--- src/rtl/fetch_unit.sv ---
// -----------------------------------------------------------------------------
// fetch_unit
//
// Instruction-fetch stage sitting directly behind the program counter. Issues
// read requests at the current PC, captures returned words into the IF/ID
// pipeline register and uses a one-entry skid buffer to absorb a decode stall
// that arrives while a word is already in flight. Drives the PC enable so the
// PC advances only on an accepted fetch or a redirect.
//
// State   | Meaning
// --------+-----------------------------------------------------------
// FETCH   | request outstanding at pc_addr
// STALLED | skid buffer holds one word, no request issued
// HALTED  | terminal, left only through reset
//
// Ports
//   CLK          in   1   clock, rising edge
//   nRST         in   1   asynchronous active-low reset
//   pc_addr      in   32  current PC value
//   pcenable     out  1   PC update enable (combinational)
//   iREN         out  1   instruction read request (combinational)
//   iaddr        out  32  request address, always pc_addr
//   ihit         in   1   iload valid this cycle
//   iload        in   32  instruction word from memory
//   stall        in   1   decode cannot consume IF/ID this cycle
//   flush        in   1   redirect, kill younger instructions
//   halt         in   1   decode holds a halt instruction
//   ifid_valid   out  1   IF/ID holds a live instruction
//   ifid_instr   out  32  fetched instruction
//   ifid_pc      out  32  address of ifid_instr
//   ifid_npc     out  32  ifid_pc + 4
//   fetch_count  out  32  accepted-fetch counter, wraps
// -----------------------------------------------------------------------------
module fetch_unit #(
    parameter logic [31:0] NOP_INSTR = 32'h0000_0000
) (
    input  logic        CLK,
    input  logic        nRST,
    input  logic [31:0] pc_addr,
    output logic        pcenable,
    output logic        iREN,
    output logic [31:0] iaddr,
    input  logic        ihit,
    input  logic [31:0] iload,
    input  logic        stall,
    input  logic        flush,
    input  logic        halt,
    output logic        ifid_valid,
    output logic [31:0] ifid_instr,
    output logic [31:0] ifid_pc,
    output logic [31:0] ifid_npc,
    output logic [31:0] fetch_count
);

    typedef enum logic [1:0] {
        FETCH   = 2'd0,
        STALLED = 2'd1,
        HALTED  = 2'd2
    } state_t;

    state_t      state;
    logic [31:0] skid_instr;
    logic [31:0] skid_pc;
    logic        accept;

    // The memory side samples iREN/iaddr combinationally, so these cannot be
    // registered without adding a cycle of fetch latency.
    assign iREN     = (state == FETCH);
    assign iaddr    = pc_addr;
    assign accept   = iREN & ihit & ~flush & ~halt;
    assign pcenable = accept | (flush & (state != HALTED));

    always_ff @(posedge CLK or negedge nRST) begin
        if (!nRST) begin
            state       <= FETCH;
            ifid_valid  <= 1'b0;
            ifid_instr  <= NOP_INSTR;
            ifid_pc     <= 32'h0;
            ifid_npc    <= 32'h0;
            skid_instr  <= 32'h0;
            skid_pc     <= 32'h0;
            fetch_count <= 32'h0;
        end else begin
            case (state)
                FETCH: begin
                    if (flush) begin
                        // Returned data this cycle belongs to the wrong path.
                        ifid_valid <= 1'b0;
                        ifid_instr <= NOP_INSTR;
                    end else if (halt) begin
                        state <= HALTED;
                    end else if (accept) begin
                        fetch_count <= fetch_count + 32'd1;
                        if (!ifid_valid || !stall) begin
                            ifid_valid <= 1'b1;
                            ifid_instr <= iload;
                            ifid_pc    <= pc_addr;
                            ifid_npc   <= pc_addr + 32'd4;
                        end else begin
                            // Word was already requested before decode stalled;
                            // park it rather than drop it.
                            skid_instr <= iload;
                            skid_pc    <= pc_addr;
                            state      <= STALLED;
                        end
                    end else if (ifid_valid && !stall) begin
                        ifid_valid <= 1'b0;
                    end
                end

                STALLED: begin
                    if (flush) begin
                        ifid_valid <= 1'b0;
                        ifid_instr <= NOP_INSTR;
                        state      <= FETCH;
                    end else if (halt) begin
                        state <= HALTED;
                    end else if (!stall) begin
                        ifid_valid <= 1'b1;
                        ifid_instr <= skid_instr;
                        ifid_pc    <= skid_pc;
                        ifid_npc   <= skid_pc + 32'd4;
                        state      <= FETCH;
                    end
                end

                HALTED: begin
                    // Everything frozen until reset.
                end

                default: begin
                    state <= FETCH;
                end
            endcase
        end
    end

endmodule

--- config.mk ---
export PLATFORM = sky130hd
export DESIGN_NAME = fetch_unit
export DESIGN_NICKNAME = d
export VERILOG_FILES = /design/src/rtl/fetch_unit.sv
export SDC_FILE = /design/constraint.sdc
export NUM_CORES = 1
export LEC_CHECK = 0
export CORE_UTILIZATION = 50
export CTS_CLUSTER_SIZE = 30
export DETAILED_ROUTE_END_ITERATION = 7
export GPL_TIMING_DRIVEN = 0
export PLACE_DENSITY = 0.81
export SYNTH_ARGS = -nofsm -noshare
export SYNTH_HDL_FRONTEND = slang
export SYNTH_SLANG_ARGS = --single-unit
export TNS_END_PERCENT = 30
--- constraint.sdc ---
create_clock -name CLK -period 3.3 [get_ports CLK]
set_clock_uncertainty 0.15 [all_clocks]
set_input_delay 0.495 -clock CLK [delete_from_list [all_inputs] [get_ports CLK]]
set_output_delay 0.495 -clock CLK [all_outputs]
set_load 0.02 [all_outputs]
# ---- After elaboration in Yosys (flattened, before gate mapping)
# Index checks and enable logic that the tools add are counted.
dict set report totals {
  register_bits 195
  word_cells 93
  in_bits 70
  out_inout_bits 163
}
dict set report classes {
  n_addsub 3
  mux 41
  eq_ne 20
  bitwise_logic 9
  n_reduce_logical 12
}
# cell n
set op_table {}
lappend op_table {{$mux 32} 21}
lappend op_table {{$pmux 32 s2} 3}
lappend op_table {{$add 32x3->32 const B} 2}
lappend op_table {{$add 32x1->32 const B} 1}
lappend op_table {{$mux 2} 7}
lappend op_table {{$ne 2x2->1 const B} 6}
lappend op_table {{$ne 3x3->1 const B} 4}
lappend op_table {{$reduce_and 6->1} 2}
lappend op_table {{$reduce_and 5->1} 2}
lappend op_table {{$ne 3x1->1 const B} 3}
lappend op_table {{$mux 1} 8}
lappend op_table {{$reduce_and 8->1} 1}
lappend op_table {{$pmux 2 s3} 1}
lappend op_table {{$and 1x1->1} 4}
lappend op_table {{$ne 2x1->1 const B} 2}
lappend op_table {{$ne 4x1->1 const B} 1}
lappend op_table {{$ne 4x3->1 const B} 1}
lappend op_table {{$ne 4x4->1 const B} 1}
lappend op_table {{$not 1->1} 4}
lappend op_table {{$reduce_and 4->1} 1}
lappend op_table {{$eq 2x1->1 const B} 1}
lappend op_table {{$eq 2x2->1 const B} 1}
lappend op_table {{$logic_not 1->1} 2}
lappend op_table {{$logic_not 2->1} 1}
lappend op_table {{other kinds (5)} 5}

# ---- Longest topological paths before layout
# Gate-level depths: netlist of the first run.
dict set report depth {
  word_depth 8
  mapped_depth 12
}

# ---- Worst setup path after synthesis of the first run
# No wires, ideal clock.
dict set report synth_path {
  kind {reg2reg}
  from {register state[1]}
  to {register ifid_npc[28]}
  arrival_ns 2.533
  setup_slack_ns 0.487
  path_stages_with_launch 13
  period_less_slack_ns 2.813
  n_path_buf 5
  setup_time_ns 0.130
  path_cell_list {dfrtp_1 -> nand2b_1 -> buf_6 -> buf_8 -> buf_6 -> buf_6 -> buf_6 -> mux2_2 -> ha_1 -> nand4b_1 -> nor4_1 -> xor2_1 -> o21ai_1}
}
dict set report synth_between {
  elab_chain_cells 6
  elab_cells_between_ends 15
  classes_between {eq/ne (8); mux (1); bitwise (3); reduce/logical (3)}
}
# element line
set synth_rtl {}
lappend synth_rtl {{start, declared} 61} ;# state_t state;
lappend synth_rtl {{start signal, assigned} 75} ;# state <= FETCH;
lappend synth_rtl {{start signal, assigned} 91} ;# state <= HALTED;
lappend synth_rtl {{start signal, assigned} 104} ;# state <= STALLED;
lappend synth_rtl {{$logic_not 2->1} {68, 84}}
lappend synth_rtl {{$and 1x1->1 (3 in series)} 70} ;# assign accept = iREN & ihit & ~flush & ~halt;
lappend synth_rtl {{$ne 2x1->1 (no line)} n/a}
lappend synth_rtl {{$reduce_and 8->1 (no line)} n/a}
lappend synth_rtl {{end signal, assigned} 98} ;# ifid_npc <= pc_addr + 32'd4;
lappend synth_rtl {{end signal, assigned} 122} ;# ifid_npc <= skid_pc + 32'd4;
lappend synth_rtl {{end, declared} 51} ;# output logic [31:0] ifid_npc,
# Parallel ways exist; a longest one is shown, timed or not.
# A chain may end at the register's enable or synchronous reset.

# ---- Worst setup path in the final report of the first run
dict set report layout_path {
  from {register state[0]}
  to {register ifid_npc[20]}
}
# Same word-level chain as after synthesis.

==> results of run 1 <==
-- report_power, final --
part	switching [W]	internal (W)
registers	0.000000922	0.00236
logic	0.000185	0.000174
clock network	0.000967	0.00111
total	0.00115	0.00365
-- what timing repair did --
action / 4_1_cts / 5_1_grt
endpoints found under the hold margin: 90 / 0
setup endpoints to repair: 3 / 10
hold buffers: 1 / 0
gates resized for setup: 1 / 6
buffers inserted: 2 / 0
pin swaps: 1 / 1
-- cell usage after synthesis (2+ instances only) --
| library cell | count | share of area, % |
|---|---|---|
| a21boi_1 | 2 | 0.16 |
| a21oi_1 | 4 | 0.22 |
| a31oi_1 | 2 | 0.13 |
| and3_1 | 14 | 0.94 |
| and4_1 | 3 | 0.28 |
| buf_2 | 10 | 0.54 |
| buf_4 | 35 | 2.8 |
| buf_6 | 8 | 0.97 |
| clkbuf_1 | 23 | 0.93 |
| dfrtp_1 | 193 | 52 |
| ha_1 | 2 | 0.27 |
| inv_1 | 3 | 0.12 |
| mux2_2 | 52 | 6.3 |
| mux2i_1 | 71 | 7.7 |
| mux2i_4 | 3 | 0.73 |
| nand2_1 | 226 | 9.1 |
| nand2b_1 | 3 | 0.20 |
| nand3_1 | 15 | 0.81 |
| nand4_1 | 11 | 0.74 |
| nor2_1 | 17 | 0.69 |
| nor3_1 | 6 | 0.32 |
| nor3b_1 | 3 | 0.24 |
| nor4_1 | 3 | 0.20 |
| nor4_2 | 2 | 0.27 |
| o21ai_0 | 48 | 2.6 |
| o21ai_1 | 8 | 0.43 |
| o31ai_1 | 36 | 2.9 |
| xnor2_1 | 35 | 3.3 |
| xor2_1 | 19 | 1.8 |
-- final cells by class --
cell class	instances	area, um^2	area share, %
Buffer	78	508	4.04
Clock buffer	19	453	3.61
Clock inverter	13	138	1.10
Inverter	3	11.3	0.0896
Multi-Input combinational cell	602	3960	31.6
Sequential cell	193	4830	38.5
Tap cell	229	287	2.28
Timing Repair Buffer	235	2370	18.9
-- flip-flops by register name, summed over array words and instances (netlist names) --
register     count
skid_instr      32
state            2
fetch_count     32
skid_pc         32
ifid_npc        30
ifid_valid       1
ifid_instr      32
ifid_pc         32
-- worst register-to-register path: cells and delay by family, from the launching register on --
kind,cells,cell delay [ns]
compound gates,1,0.09
simple gates,3,0.53
flops,1,0.47
mux,1,0.20
xor+xnor,1,0.18
fa+ha+maj,1,0.23
buf+inv,6,1.17
-- placed cells by master (no fill, tap or decap), types with 19 or more instances in the layout --
cell type and count:
nand2_1 226, mux2_2 52, o31ai_1 36, dfrtp_1 192, mux2i_1 71, xor2_1 19, buf_4 37, clkdlybuf4s50_1 229
xnor2_1 35, o21ai_0 48, clkbuf_1 23
-- metal layers --
metal	up-vias	GRT usage [%]	wire (um)
li1	3482	-	-
met1	3626	34.0	10300
met2	252	41.8	11400
met3	35	5.99	1500
met4	0	8.93	634
met5	-	0	0
-- worst paths after layout --
check,from,end,slack (ns),cells after the start
worst max register to register,state[0],ifid_npc[20],0.14,13
worst min-delay path,flush,ifid_instr[16],0.27,2
max in group asynchronous,nRST,state[1],1.52,3
worst min register to register,skid_pc[2],skid_pc[2],0.33,2
worst max-delay path,state[0],ifid_npc[20],0.14,13
min in group asynchronous,nRST,skid_instr[0],0.51,2
-- logic make-up after synthesis --
| logic type | count (synthesis) | share of synthesized area [%] |
|---|---|---|
| simple gates | 315 | 15.4 |
| flops | 193 | 52.0 |
| mux | 126 | 14.7 |
| compound gates | 105 | 6.93 |
| buf+inv | 81 | 5.59 |
| xor+xnor | 54 | 5.09 |
| fa+ha+maj | 2 | 0.269 |
-- metrics by stage --
stage | cells | area (um^2)
finish | 1372 | 12600
global route | 1372 | 12600
CTS | 1372 | 12500
detailed placement | 1337 | 11900
global placement | 1336 | 11900
floorplan | 876 | 9280
==> results.md, run 1 <==
* First-pass GRT wire length at 38700 um
* Sequential area share after synthesis at 52.0%
* Register bit count reported by yosys at 193
* DPL Wire Length at 17300 um
* Post-route DRC at 28
* Max-slew violations at 0
* Post-Synthesis Cell Area at 9280 um^2
* Vias/cell at 5.39
* Total Wirelength at 23800 um
* Total gr overflow at 0
* Failing checks: design-rule violations
* Largest net degree at the start of global routing at 104
* Hold Vio Cnt, Final at 0
* Vias at 7395
* Clk_lat worst skew at 0.43 ns
* Synth Net Count at 948
* N_diodes at 0
* Row Count at 49
* Clock root cell: clkbuf_16
* Synthesis-to-layout area growth at 35.3%
* Worst path slowest cell: dfrtp_1
* Fillers at 1355
* Die width at 138 um
* Worst Tran Pin Value at 0.694 ns
* Post-Synthesis Cells at 876
* Outcome: finished with violations
* Most used cell, CP: buf_6
* DR pass1 iterations at 7
* Port bufs at 231
* Die Span Y at 138 um
* CTS Sinks at 193
* Setup ws final at 0.140 ns
* Post-layout util at 69.5%
* Fin crit period at 3.16 ns
* Critical Path End Type: register
* Hold Crit Class: input port to register
* Antenna viol nets, final at 0
* FMAX at 0.316 GHz
* Ys async rst share at 100%
* Final TNS setup at 0 ns
* Final #Nets at 1202
* # H-tree levels at 4
* Critical Path Source Type: register
* Hold slack at 0.266 ns
* Post-synth cell types at 48
* Mean Syn Cell Area at 10.6 um^2
* Worst slack at placement at -0.119 ns
* RSZ-0062 raised after global routing: no
* Reported max-cap violation count at 0
* Share of layout cells above drive strength 1 at 14.0%
* Relative slew slack at 53.7%
* Initial antenna violation count at 0
* Drt wl/cell at 17.4 um
* CP required at 3.44 ns
* Initial DRC Count at 522
* Fin crit share at 95.8%
* Num CTS Buffers at 17
* Critical path fanouts, max at 10
* CORE AREA at 18100 um^2
* Gpl congestion at 0.857
* # setup viols final at 0
* Yosys warns at 0
* Ports at 233
* EDFF count, synth at 0
* P_leak at 6.18 nW
* Die ar. at 19100 um^2
* Slowest stage delay, CP at 0.47 ns
* Max VDD drop at 0.000335 V
* CP cell instances: nand2b_1, buf_6, buf_8, buf_6, buf_6, buf_6, mux2_2, ha_2, nand4b_1, buf_4, nor3_1, xor2_1, o21ai_0
* CTS Buffer Depth at 2
* GRT Overall Usage at 25.7%
* CP delay by family, top: buffers and inverters
* CTS tree: built
* CP Data Arrival Time at 3.30 ns
* Most used DFF post-synth: dfrtp_1
* CP bufs+invs at 6
* Kind of critical path: register to register
* Pwr dens at 382 nW/um^2
* Initial Util at 51.3%
* Design Power at 0.00480 W
* CTS clk-pin slew, worst paths at 0.07 ns
* Vias in the first global route at 7315
Power figures use the tool's default switching activity.
==> run 2: changes to the inputs <==
SLEW_MARGIN = 10   (was unset)
==> results of run 2 <==
The final DEF is identical to that of run 1; final timing and power are the same.
